File: src/rtl/mem_access_unit_if.sv
// Data-memory request/response bus between the MEM-stage access unit and data memory.
// The unit drives the registered request side; memory returns read data and ack.
interface mem_access_unit_if;
  logic [31:0] dmem_addr_out;
  logic [31:0] dmem_wdata_out;
  logic [3:0]  dmem_be_out;
  logic        dmem_we_out;
  logic        dmem_req_out;
  logic [31:0] dmem_rdata_in;
  logic        dmem_ack_in;

  modport master (
    output dmem_addr_out, dmem_wdata_out, dmem_be_out, dmem_we_out, dmem_req_out,
    input  dmem_rdata_in, dmem_ack_in
  );

  modport slave (
    input  dmem_addr_out, dmem_wdata_out, dmem_be_out, dmem_we_out, dmem_req_out,
    output dmem_rdata_in, dmem_ack_in
  );
endinterface

File: src/rtl/mem_access_unit.sv
// MEM-stage data-memory access unit: aligns load/store requests, runs a req/ack
// handshake with optional timeout, stalls the pipeline and extends load results.
module mem_access_unit #(
  parameter int unsigned TIMEOUT_CYCLES = 16
) (
  input  logic              clk,
  input  logic              rst,
  input  logic [3:0]        mem_read_in,
  input  logic [2:0]        mem_write_in,
  input  logic [31:0]       addr_in,
  input  logic [31:0]       store_data_in,
  mem_access_unit_if.master dmem,
  output logic [31:0]       load_data_out,
  output logic              stall_out,
  output logic              misaligned_out,
  output logic              bus_error_out
);

  localparam int unsigned CW = (TIMEOUT_CYCLES == 0) ? 1 : $clog2(TIMEOUT_CYCLES + 1);
  localparam logic [CW-1:0] LAST = CW'((TIMEOUT_CYCLES == 0) ? 0 : TIMEOUT_CYCLES - 1);

  typedef enum logic [1:0] {IDLE, WAIT, DONE} state_t;

  state_t        state, state_next;
  logic [CW-1:0] count;
  logic [1:0]    off_q;
  logic [2:0]    funct3_q;

  logic          access, is_store, mis;
  logic [1:0]    size;
  logic [3:0]    be_c;
  logic [31:0]   wdata_c;
  logic          start, ack_done, to_done, timeout_hit;
  logic [7:0]    byte_sel;
  logic [15:0]   half_sel;
  logic [31:0]   ext_data;

  // size: 0 = byte, 1 = half, 2 = word; store wins when both enables are set
  always_comb begin
    access   = mem_read_in[3] | mem_write_in[2];
    is_store = mem_write_in[2];
    size     = 2'd2;
    if (is_store) begin
      size = (mem_write_in[1:0] == 2'b11) ? 2'd2 : mem_write_in[1:0];
    end else begin
      case (mem_read_in[1:0])
        2'b00:   size = 2'd0;
        2'b01:   size = 2'd1;
        default: size = 2'd2;
      endcase
    end
    mis = access & (((size == 2'd1) & addr_in[0]) | ((size == 2'd2) & (addr_in[1:0] != 2'b00)));
    case (size)
      2'd0:    be_c = 4'b0001 << addr_in[1:0];
      2'd1:    be_c = 4'b0011 << addr_in[1:0];
      default: be_c = 4'b1111;
    endcase
    wdata_c = '0;
    if (is_store) begin
      case (size)
        2'd0:    wdata_c = {4{store_data_in[7:0]}};
        2'd1:    wdata_c = {2{store_data_in[15:0]}};
        default: wdata_c = store_data_in;
      endcase
    end
  end

  assign misaligned_out = mis;
  assign timeout_hit    = (TIMEOUT_CYCLES != 0) && (count == LAST);

  always_comb begin
    case (off_q)
      2'd0:    byte_sel = dmem.dmem_rdata_in[7:0];
      2'd1:    byte_sel = dmem.dmem_rdata_in[15:8];
      2'd2:    byte_sel = dmem.dmem_rdata_in[23:16];
      default: byte_sel = dmem.dmem_rdata_in[31:24];
    endcase
    half_sel = off_q[1] ? dmem.dmem_rdata_in[31:16] : dmem.dmem_rdata_in[15:0];
    case (funct3_q)
      3'b000:  ext_data = {{24{byte_sel[7]}}, byte_sel};
      3'b100:  ext_data = {24'b0, byte_sel};
      3'b001:  ext_data = {{16{half_sel[15]}}, half_sel};
      3'b101:  ext_data = {16'b0, half_sel};
      default: ext_data = dmem.dmem_rdata_in;
    endcase
  end

  always_ff @(posedge clk or posedge rst) begin
    if (rst) state <= IDLE;
    else     state <= state_next;
  end

  always_comb begin
    state_next = state;
    stall_out  = 1'b0;
    start      = 1'b0;
    ack_done   = 1'b0;
    to_done    = 1'b0;
    case (state)
      IDLE: begin
        if (access && !mis) begin
          stall_out  = 1'b1;
          start      = 1'b1;
          state_next = WAIT;
        end
      end
      WAIT: begin
        stall_out = 1'b1;
        if (dmem.dmem_ack_in) begin
          ack_done   = 1'b1;
          state_next = DONE;
        end else if (timeout_hit) begin
          to_done    = 1'b1;
          state_next = DONE;
        end
      end
      DONE:    state_next = IDLE;
      default: state_next = IDLE;
    endcase
  end

  // The byte offset and funct3 are kept internally because dmem_addr_out is word-aligned
  always_ff @(posedge clk or posedge rst) begin
    if (rst) begin
      dmem.dmem_addr_out  <= '0;
      dmem.dmem_wdata_out <= '0;
      dmem.dmem_be_out    <= '0;
      dmem.dmem_we_out    <= 1'b0;
      dmem.dmem_req_out   <= 1'b0;
      load_data_out       <= '0;
      bus_error_out       <= 1'b0;
      count               <= '0;
      off_q               <= '0;
      funct3_q            <= '0;
    end else begin
      if (start) begin
        dmem.dmem_addr_out  <= {addr_in[31:2], 2'b00};
        dmem.dmem_wdata_out <= wdata_c;
        dmem.dmem_be_out    <= be_c;
        dmem.dmem_we_out    <= is_store;
        dmem.dmem_req_out   <= 1'b1;
        count               <= '0;
        off_q               <= addr_in[1:0];
        funct3_q            <= mem_read_in[2:0];
      end
      if (ack_done) begin
        dmem.dmem_req_out <= 1'b0;
        if (!dmem.dmem_we_out) load_data_out <= ext_data;
      end else if (to_done) begin
        dmem.dmem_req_out <= 1'b0;
        if (!dmem.dmem_we_out) load_data_out <= '0;
        bus_error_out <= 1'b1;
      end else if (state == WAIT) begin
        if (count != '1) count <= count + 1'b1;
      end
      if (state == DONE) bus_error_out <= 1'b0;
    end
  end

endmodule
File: src/flat_wrapper.sv
// flat-port wrapper written by rule: the top's interface ports become plain ports
module mem_access_unit_flat 
#(
  parameter int unsigned TIMEOUT_CYCLES = 16
)
  (clk, rst, mem_read_in, mem_write_in, addr_in, store_data_in, load_data_out, stall_out, misaligned_out, bus_error_out, dmem_dmem_addr_out, dmem_dmem_wdata_out, dmem_dmem_be_out, dmem_dmem_we_out, dmem_dmem_req_out, dmem_dmem_rdata_in, dmem_dmem_ack_in);
  mem_access_unit_if dmem_i ();
  input  logic clk;
  input  logic rst;
  input  logic [3:0] mem_read_in;
  input  logic [2:0] mem_write_in;
  input  logic [31:0] addr_in;
  input  logic [31:0] store_data_in;
  output logic [31:0] load_data_out;
  output logic stall_out;
  output logic misaligned_out;
  output logic bus_error_out;
  output wire logic [$bits(dmem_i.dmem_addr_out)-1:0] dmem_dmem_addr_out;
  output wire logic [$bits(dmem_i.dmem_wdata_out)-1:0] dmem_dmem_wdata_out;
  output wire logic [$bits(dmem_i.dmem_be_out)-1:0] dmem_dmem_be_out;
  output wire logic [$bits(dmem_i.dmem_we_out)-1:0] dmem_dmem_we_out;
  output wire logic [$bits(dmem_i.dmem_req_out)-1:0] dmem_dmem_req_out;
  input wire logic [$bits(dmem_i.dmem_rdata_in)-1:0] dmem_dmem_rdata_in;
  input wire logic [$bits(dmem_i.dmem_ack_in)-1:0] dmem_dmem_ack_in;
  assign dmem_dmem_addr_out = dmem_i.dmem_addr_out;
  assign dmem_dmem_wdata_out = dmem_i.dmem_wdata_out;
  assign dmem_dmem_be_out = dmem_i.dmem_be_out;
  assign dmem_dmem_we_out = dmem_i.dmem_we_out;
  assign dmem_dmem_req_out = dmem_i.dmem_req_out;
  assign dmem_i.dmem_rdata_in = dmem_dmem_rdata_in;
  assign dmem_i.dmem_ack_in = dmem_dmem_ack_in;
  mem_access_unit #(.TIMEOUT_CYCLES(TIMEOUT_CYCLES)) u_core (.clk(clk), .rst(rst), .mem_read_in(mem_read_in), .mem_write_in(mem_write_in), .addr_in(addr_in), .store_data_in(store_data_in), .dmem(dmem_i), .load_data_out(load_data_out), .stall_out(stall_out), .misaligned_out(misaligned_out), .bus_error_out(bus_error_out));
endmodule
File: config.mk
export PLATFORM = sky130hd
export DESIGN_NAME = mem_access_unit_flat
export DESIGN_NICKNAME = d
export VERILOG_FILES = /design/src/rtl/mem_access_unit_if.sv /design/src/rtl/mem_access_unit.sv /design/src/flat_wrapper.sv
export SDC_FILE = /design/constraint.sdc
export NUM_CORES = 1
export LEC_CHECK = 0
export BUFFER_PORTS_ARGS = -buffer_cell sky130_fd_sc_hd__clkbuf_2
export CORE_ASPECT_RATIO = 2
export CORE_UTILIZATION = 50
export DETAILED_ROUTE_END_ITERATION = 8
export GPL_ROUTABILITY_DRIVEN = 0
export GPL_TIMING_DRIVEN = 1
export HOLD_SLACK_MARGIN = 0.03
export PLACE_DENSITY_LB_ADDON = 0.25
export SYNTH_ARGS = -nofsm -noshare
export SYNTH_HDL_FRONTEND = slang
export SYNTH_SLANG_ARGS = --single-unit
File: constraint.sdc
create_clock -name clk -period 3.9 [get_ports clk]
set_input_delay 0.39 -clock clk [delete_from_list [all_inputs] [get_ports clk]]
set_output_delay 0.39 -clock clk [all_outputs]
set_load 0.05 [all_outputs]
==> results by group, run 1 <==
GRT
  • Vias in the first global route: 4881
  • GRT overflow: 0
  • Initial antenna violation count: 0
  • Total GRT Usage: 26.6%
  • First-pass GRT wire length: 24100 µm
  • Largest net degree at the start of global routing: 46

Synth
  • Share of the synthesized area in the top cell type: 50.3%
  • Yosys top cell by area: dfrtp_1
  • Count leader, synth: dfrtp_1
  • Cell area after synthesis: 5620 µm²
  • Yosys cell types: 49
  • Synth Warn #: 0
  • Synth top area cells: dfrtp_1 (50%), mux2_2 (8.4%), mux2i_1 (5.2%)
  • Flops & latches, synth: 113
  • Avg Synthesized Cell Area: 11.5 µm²
  • Cells after Synth: 490
  • Ys async rst share: 100%
  • Post-synth EDFFs: 0
  • Post-synth top cells: dfrtp_1 (113), nand2b_1 (44), mux2_2 (42)
  • Dominant synthesized flop cell: dfrtp_1
  • Seq/Total Area, Yosys: 50.3%

Setup path
  • CP peak stage delay: 0.59 ns
  • Family with the most delay on the worst path: buffers and inverters
  • CP Class: in2out
  • Crit-path slowest cell: or3b_1
  • R2R setup slack: 1.41 ns
  • CP Launch Type: primary input
  • CP endpoint kind: output pin
  • CP Buf/Inv Count: 2
  • Crit-path cells: clkbuf_2 > or3b_1 > nand2_4 > nor2_1 > o31ai_1 > clkbuf_2
  • Crit-path max FO: 39
  • Worst EP required: 3.51 ns
  • CP dominant cell by count: clkbuf_2
  • CP Data Arrival Time: 2.29 ns

Detailed routing
  • Post-route DRC: 0
  • Vias/cell: 5.52
  • Drt wl/cell: 17.5 µm
  • Post-route ant nets: 0
  • DRT Pass-1 Iters: 4
  • Drt first-iter violations: 146
  • Via count: 4663
  • Routed WL: 14800 µm

Clock tree
  • CTS tree: done
  • Hold bufs inserted after CTS: 0
  • Clock Latency Late Sink: 0.40 ns
  • Bufs on Longest Clock Path: 2
  • Post-CTS Resized: 0
  • Clock slew at reported path FFs: 0.06 ns
  • Sink Count: 113
  • CTS Buf Count: 17
  • Post-CTS setup repair buffer count: 0
  • H-tree depth: 4
  • Root Buffer: clkbuf_16

Power
  • Leak Pwr: 3.73 nW
  • Power Dens Cells: 964 nW/µm²
  • Worst IR drop on VDD: 0.000531 V

Timing
  • Min cycle time layout: 2.68 ns
  • Slew Viols, Final: 0
  • Relative slew slack: 21.0%
  • Final hold vios: 0
  • Clock Skews: 0.00513 ns
  • Max Freq: 374 MHz
  • Tcrit/Tclk final: 68.6%
  • Final Setup Violations: 0
  • Setup TNS: 0 ns
  • Slew at the pin with the worst max-slew slack: 1.19 ns
  • Setup repair after global routing missed its margin: false

Status
  • Status: finished clean

Floorplanning
  • Vert. Die Dim: 152 µm
  • Initial Util: 51.3%
  • Width of the chip: 76.9 µm
  • Row cnt: 54
  • I/O Pins: 211
  • Die ar.: 11700 µm²
  • Core Area: 10900 µm²

Finish
  • Nets: 801
  • Layout overhead on the synthesized area: 30.0%
  • Fraction of layout cells with a size suffix above 1: 45.1%
  • Layout filler cell count: 903
  • Antenna Cells: 0
  • Post-route cell area: 7300 µm²

Placed design
  • Dpl hpwl: 11200 µm
  • Post-placement cell area: 6730 µm²
  • Port Buffers: 208

Job
  • MaxCap Viol Count: 0

Hold path
  • Worst hold path class: in2async
==> placed cells by master (no fill, tap or decap), types with 3 or more instances in the layout <==
cell type	instances
a21oi_1	9
a221oi_1	4
a22o_1	16
a32o_1	8
buf_4	6
clkbuf_16	17
clkbuf_2	208
clkinv_4	4
clkinvlp_4	5
dfrtp_1	113
ha_1	3
inv_1	26
inv_6	3
mux2_2	42
mux2_4	17
mux2i_1	29
nand2_1	29
nand2b_1	44
nand3_1	10
nor2_1	11
nor2b_1	12
nor3_1	3
nor3b_1	4
o2111ai_1	8
o21ai_0	32
or3_1	7
==> state kept, by name (all words and copies together), names as in the netlist <==
register and flops:
u_core.count 5, u_core.dmem.dmem_we_out 1, u_core.dmem.dmem_wdata_out 32, u_core.dmem.dmem_addr_out 30
u_core.dmem.dmem_be_out 4, u_core.funct3_q 3, u_core.off_q 2, u_core.bus_error_out 1
u_core.load_data_out 32, u_core.state 2, u_core.dmem.dmem_req_out 1
==> power by group <==
part | switching (mW) | total [mW] | internal [mW]
Clock | 0.578 | 1.48 | 0.900
Combinational | 2.54 | 3.52 | 0.980
Sequential | 0.348 | 2.04 | 1.69
Total | 3.47 | 7.03 | 3.57
==> cell type report <==
cell class / count / area (µm²) / share of cell area, %
Clock buffer: 18 / 439 / 6.02
Clock inverter: 14 / 134 / 1.83
Inverter: 27 / 104 / 1.42
Multi-Input combinational cell: 318 / 2510 / 34.4
Sequential cell: 113 / 2830 / 38.7
Tap cell: 140 / 175 / 2.40
Timing Repair Buffer: 215 / 1110 / 15.1
==> layer usage <==
metal	part of all wire (%)	wire, µm	vias up	global-route usage (%)
li1	-	-	2139	-
met1	35	5230	2310	27.4
met2	56	8350	185	49.6
met3	4.8	708	29	6.01
met4	3.5	522	0	12.5
met5	0	0	-	0
==> stage by stage <==
step                worst slack, ns  total power [mW]  cells  hold WS [ns]  util (%)
finish                         1.22              7.03    845        0.0315      66.7
global route                   1.08              7.37    845        0.0686      66.7
global placement               1.10              5.50    813         0.460      61.5
detailed placement             1.04              5.59    813         0.475      61.5
floorplan                     0.523              4.73    491         0.491         -
CTS                            1.25              7.10    845        0.0489      66.7
==> cell families after synthesis <==
group                    after synthesis  share of synthesized area [%]
AND/OR/NAND/NOR                      130                           12.9
other                                  1                         0.0668
adder cells (fa/ha/maj)                3                          0.668
buffers and inverters                 60                           5.08
flip-flops                           113                           50.3
AO/OA/AOI/OAI                         93                           12.2
multiplexers                          89                           18.5
XOR/XNOR                               1                          0.156
==> final timing paths <==
| kind | startpoint | to | depth (start not counted) |
|---|---|---|---|
| min in group clk | addr_in[25] | u_core.dmem.dmem_addr_out[25] | 2 |
| min reg2reg | u_core.load_data_out[5] | u_core.load_data_out[5] | 2 |
| max reg2reg | u_core.count[0] | u_core.load_data_out[17] | 6 |
| max in group asynchronous | rst | u_core.load_data_out[2] | 3 |
| max | mem_write_in[2] | stall_out | 6 |
| min | rst | u_core.dmem.dmem_addr_out[13] | 2 |
No activity file was read; power rests on OpenSTA's default activity.
==> run 2, diff against run 1 <==
==> constraint.sdc (replaced) <==
create_clock -name clk -period 2.7 [get_ports clk]
set_input_delay 0.27 -clock clk [delete_from_list [all_inputs] [get_ports clk]]
set_output_delay 0.27 -clock clk [all_outputs]
set_load 0.05 [all_outputs]
==> run 2 against run 1 <==
- first-iteration DRC count is 0.68% lower
- register-to-register slack worse by 0.97 ns
- sequential share of layout area is 0.50 points lower
- flip-flop and latch count stayed put
- cell area is 1.3% higher
- clock power is 55% higher
- non-clock buffer count is 5 higher
- die area stayed put
- final cell count is 0.59% higher
- global-route usage is 0.30 points higher
- total power is 47% higher
- largest cell class unchanged
==> results by group, run 2 (synthesis results as in run 1) <==
Power
  • Leak Pwr: 3.79 nW
  • Power Dens Cells: 1400 nW/µm²
  • Combinational Power Share: 49.2%
  • Worst IR drop on VDD: 0.000806 V
  • Sequential Power Share: 28.6%
  • Switch share: 47.7%
  • Clock power share: 22.2%
  • Internal power: 5.41 mW
  • Psw: 4.94 mW

Timing
  • Final Setup Violations: 0
  • Setup repair after global routing missed its margin: false
  • Slew Viols, Final: 0
  • Relative slew slack: 34.4%
  • Clock Skews: 0.00853 ns
  • Setup TNS: 0 ns
  • Final WS setup: 0.443 ns
  • Max Freq: 443 MHz
  • Tcrit/Tclk final: 83.6%
  • Final hold vios: 0
  • Slew at the pin with the worst max-slew slack: 0.982 ns
  • Min cycle time layout: 2.26 ns

Floorplanning
  • Core Area: 10900 µm²
  • Initial Util: 51.3%
  • I/O Pins: 211
  • Width of the chip: 76.9 µm
  • Vert. Die Dim: 152 µm
  • Row cnt: 54
  • Die ar.: 11700 µm²

Detailed routing
  • Drt wl/cell: 17.3 µm
  • Post-route DRC: 0
  • Vias/cell: 5.48
  • Via count: 4657
  • DRT Pass-1 Iters: 4
  • Routed WL: 14700 µm
  • Post-route ant nets: 0
  • Drt first-iter violations: 145

Finish
  • Nets: 806
  • Layout overhead on the synthesized area: 31.7%
  • Fraction of layout cells with a size suffix above 1: 45.2%
  • Largest regs: u_core.dmem.dmem_wdata_out (32), u_core.load_data_out (32), u_core.dmem.dmem_addr_out (30)
  • Commonest cells after routing, fill and taps aside: clkbuf_2 (208), dfrtp_1 (113), nand2b_1 (44)
  • Non-filler instance count after layout: 850
  • Most common cell after layout, fill and taps aside: clkbuf_2
  • Antenna Cells: 0

Clock tree
  • Root Buffer: clkbuf_16
  • Sink Count: 113
  • CTS Buf Count: 17
  • Post-CTS Resized: 0
  • Bufs on Longest Clock Path: 2
  • Clock slew at reported path FFs: 0.05 ns
  • Hold bufs inserted after CTS: 0
  • Post-CTS setup repair buffer count: 0
  • CTS tree: done
  • Clock Latency Late Sink: 0.40 ns
  • H-tree depth: 4

Setup path
  • Worst EP required: 2.98 ns
  • CP Data Arrival Time: 2.53 ns
  • CP Launch Type: flip-flop
  • Crit-path max FO: 12
  • CP Class: reg2reg
  • CP endpoint kind: flip-flop

Placed design
  • Port Buffers: 208
  • Dpl ws: 0.440 ns
  • Dpl hpwl: 11300 µm
  • Placed cells: 818

GRT
  • Initial antenna violation count: 0
  • GRT overflow: 0
  • First-pass GRT wire length: 24500 µm
  • Total GRT Usage: 26.9%
  • Largest net degree at the start of global routing: 51
  • Vias in the first global route: 4933

Hold path
  • Worst hold path class: in2async

Status
  • Status: finished clean

Job
  • MaxCap Viol Count: 0
run 2: cell count changes in the layout (fill, tap and decap cells not counted), sizes merged:
cell / previous run / this run
clkinv: 5 / 4
bufinv: 1 / 3
buf: 7 / 12
clkbuf: 226 / 231
clkinvlp: 5 / 3
inv: 30 / 26
run 2: worst paths after layout:
| kind | start | end | slack [ns] | cells past startpoint |
|---|---|---|---|---|
| max in group asynchronous | rst | u_core.dmem.dmem_wdata_out[6] | 1.87 | 3 |
| worst min register to register | u_core.load_data_out[1] | u_core.load_data_out[1] | 0.48 | 2 |
| worst max register to register | u_core.count[0] | u_core.count[3] | 0.44 | 5 |
| worst max-delay path | u_core.count[0] | u_core.count[3] | 0.44 | 5 |
| worst min-delay path | rst | u_core.dmem.dmem_addr_out[24] | 0.08 | 2 |
| min in group clk | addr_in[29] | u_core.dmem.dmem_addr_out[29] | 0.10 | 2 |
run 2: through the flow:
| step | utilization [%] | hold slack, ns | area (µm²) | power [mW] |
|---|---|---|---|---|
| 4_1_cts | 67.6 | 0.0860 | 7400 | 10.4 |
| 3_5_place_dp | 61.9 | 0.472 | 6780 | 8.09 |
| 5_1_grt | 67.6 | 0.0903 | 7400 | 10.8 |
| 6_report | 67.6 | 0.0769 | 7400 | 10.3 |
| 3_3_place_gp | 61.9 | 0.466 | 6780 | 7.96 |
| 2_1_floorplan | - | 0.371 | 5620 | 6.83 |
run 2: final cells by class:
cell class / count / area (µm²)
clock buffer: 23 / 488
sequential: 113 / 2830
tap: 140 / 175
timing repair buffer: 220 / 1160
fill: 907 / 3550
multi-input combinational: 318 / 2510
clock inverter: 9 / 129
inverter: 27 / 105
run 2: routing by layer:
layer	vias to the layer above	GRT usage [%]	wire (µm)
li1	2139	-	-
met1	2280	27.3	5160
met2	196	48.7	8070
met3	42	5.23	733
met4	0	17.9	756
met5	-	0	0
run 2: critical path, stage by stage (launching register included):
cell and delay (ns):
dfrtp_1 0.40, ha_1 0.23, and3_1 0.21, ha_1 0.22
or4_1 0.67, a311o_1 0.41
run 2: power groups by stage:
stage / sequential (mW) / clock (mW) / combinational (mW)
floorplan: 5.26 / 0 / 1.57
global placement: 2.94 / 0 / 5.02
detailed placement: 2.98 / 0 / 5.11
CTS: 2.96 / 2.33 / 5.13
global route: 3.07 / 2.41 / 5.37
finish: 2.96 / 2.30 / 5.09
==> run 3, diff against run 2 <==
==> constraint.sdc (replaced) <==
create_clock -name clk -period 2.09 [get_ports clk]
set_input_delay 0.209 -clock clk [delete_from_list [all_inputs] [get_ports clk]]
set_output_delay 0.209 -clock clk [all_outputs]
set_load 0.05 [all_outputs]
==> run 3 against run 2 <==
- final cell count is 3.4% higher
- clock-buffer cell count decreased by 3
- wire length is 3.8% higher
- via count grew 2.3%
- sequential share of layout area shrank 1.8 points
- first-iteration DRC count is 58% higher
- combinational power rose by 33%
- critical path depth is 1 higher
- highest routed layer unchanged
==> results by group, run 3 (synthesis results as in run 1) <==
Status
  • Status: finished clean

GRT
  • First-pass GRT wire length: 24400 µm
  • Vias in the first global route: 4994
  • Initial antenna violation count: 0
  • GRT met2 Usage: 50.5%
  • M1 GR Usage: 26.6%
  • Largest net degree at the start of global routing: 48
  • Met3 Resource Use GR: 5.89%
  • Total GRT Usage: 27.2%
  • GR peak layer: met2
  • GRT overflow: 0

Detailed routing
  • Routed WL: 15300 µm
  • Drt wl/cell: 17.4 µm
  • Post-route DRC: 0
  • Vias/cell: 5.42
  • Drt first-iter violations: 229
  • Via count: 4762
  • Post-route ant nets: 0
  • DRT Pass-1 Iters: 4

Finish
  • Post-route cell area: 7750 µm²
  • Layout overhead on the synthesized area: 38.0%
  • Largest regs: u_core.dmem.dmem_wdata_out (32), u_core.load_data_out (32), u_core.dmem.dmem_addr_out (30)
  • Fraction of layout cells with a size suffix above 1: 45.1%
  • Multi-input combinational cell area: 2540 µm²
  • Non-filler instance count after layout: 879
  • Nets: 837
  • Area occupied by registers: 2830 µm²
  • Most common cell after layout, fill and taps aside: clkbuf_2
  • Antenna Cells: 0
  • Commonest cells after routing, fill and taps aside: clkbuf_2 (207), dfrtp_1 (113), nand2b_1 (44)
  • Layout filler cell count: 849

Setup path
  • CP endpoint kind: flip-flop
  • Crit-path cells: ha_2 > and3_1 > ha_1 > or4_4 > and2_1 > a21o_1
  • CP peak stage delay: 0.56 ns
  • Reg2Reg Depth: 6
  • CP Buf/Inv Count: 0
  • CP Data Arrival Time: 2.32 ns
  • Worst reg2reg startpoint: u_core.count[0]
  • R2R setup slack: 0.06 ns
  • Family with the most delay on the worst path: simple AND/OR/NAND/NOR gates
  • CP Class: reg2reg
  • CP Launch Type: flip-flop
  • Reg2reg end: u_core.count[0]
  • Crit-path slowest cell: or4_4
  • Crit path depth: 6
  • Crit-path max FO: 6
  • Worst EP required: 2.38 ns

Floorplanning
  • Initial Util: 51.3%
  • I/O Pins: 211
  • Die ar.: 11700 µm²
  • Width of the chip: 76.9 µm
  • Row cnt: 54
  • Core Area: 10900 µm²
  • Vert. Die Dim: 152 µm

Placed design
  • Dpl hpwl: 11300 µm
  • Post-placement cell area: 6870 µm²
  • Placed cells: 823
  • Port Buffers: 208

Timing
  • Slew at the pin with the worst max-slew slack: 0.684 ns
  • Min cycle time layout: 2.03 ns
  • Relative slew slack: 54.4%
  • Hold slack: 0.0382 ns
  • Slew Viols, Final: 0
  • Setup TNS: 0 ns
  • Max Freq: 493 MHz
  • Final Setup Violations: 0
  • Clock Skews: 0.00945 ns
  • Setup repair after global routing missed its margin: false
  • Final hold vios: 0
  • Tcrit/Tclk final: 97.0%

Clock tree
  • Sink Count: 113
  • CTS tree: done
  • Clock Latency Late Sink: 0.40 ns
  • Bufs on Longest Clock Path: 2
  • H-tree depth: 4
  • Root Buffer: clkbuf_16
  • CTS Buf Count: 17
  • Clock slew at reported path FFs: 0.05 ns

Hold path
  • Hold path endpoint: u_core.dmem.dmem_addr_out[14]
  • Hold path start: addr_in[14]
  • Worst hold path class: in2reg
  • Worst Hold Path Cells: 2

Power
  • Psw: 6.44 mW
  • Clock power share: 22.4%
  • Power Dens Cells: 1760 nW/µm²
  • Worst IR drop on VDD: 0.00111 V
  • Sequential Power Share: 27.9%
  • Leak Pwr: 3.94 nW
  • Internal power: 7.18 mW
  • Total power: 13.6 mW
  • Combinational Power Share: 49.7%
  • Switch share: 47.3%

Job
  • MaxCap Viol Count: 0
-- run 3: worst max path at each step --
stage,startpoint,to
floorplan,u_core.count[0],u_core.count[3]
global placement,u_core.count[0],u_core.count[2]
detailed placement,u_core.count[0],u_core.count[3]
CTS,u_core.count[1],u_core.count[2]
global route,u_core.count[0],u_core.count[0]
finish,u_core.count[0],u_core.count[0]
-- run 3: power by group through the flow --
| stage | registers (mW) | clock network (mW) | logic (mW) |
|---|---|---|---|
| 2_1_floorplan | 6.80 | 0 | 2.04 |
| 3_3_place_gp | 3.78 | 0 | 6.59 |
| 3_5_place_dp | 3.83 | 0 | 6.70 |
| 4_1_cts | 3.80 | 3.10 | 6.78 |
| 5_1_grt | 3.91 | 3.20 | 7.09 |
| 6_report | 3.80 | 3.05 | 6.77 |
-- run 3: per-stage QoR --
stage	util [%]	setup WS (ns)
2_1_floorplan	-	0.0243
3_3_place_gp	62.8	0.0795
3_5_place_dp	62.8	-0.0200
4_1_cts	70.6	0.0162
5_1_grt	70.8	0.0245
6_report	70.8	0.0633
-- run 3: final cells by class --
cell class / count / area share, %
well taps: 140 / 2.26
clock buffers: 20 / 6.02
clock inverters: 10 / 2.05
multi-input cells: 319 / 32.8
flip-flops and latches: 113 / 36.5
repair buffers: 250 / 19.1
inverters: 27 / 1.36
-- run 3: timing repair --
action	CTS	global route
hold buffers	21	2
endpoints found under the hold margin	42	2
setup endpoints to repair	2	2
resized for setup	1	0
buffers inserted	1	1
pin swaps	1	3
cloned	1	0
-- run 3: per-layer routing --
| layer | vias up | wire length [µm] | share of wire (%) |
|---|---|---|---|
| li1 | 2210 | - | - |
| met2 | 188 | 8630 | 57 |
| met4 | 0 | 669 | 4.4 |
| met1 | 2316 | 5200 | 34 |
| met3 | 48 | 775 | 5.1 |
| met5 | - | 0 | 0 |
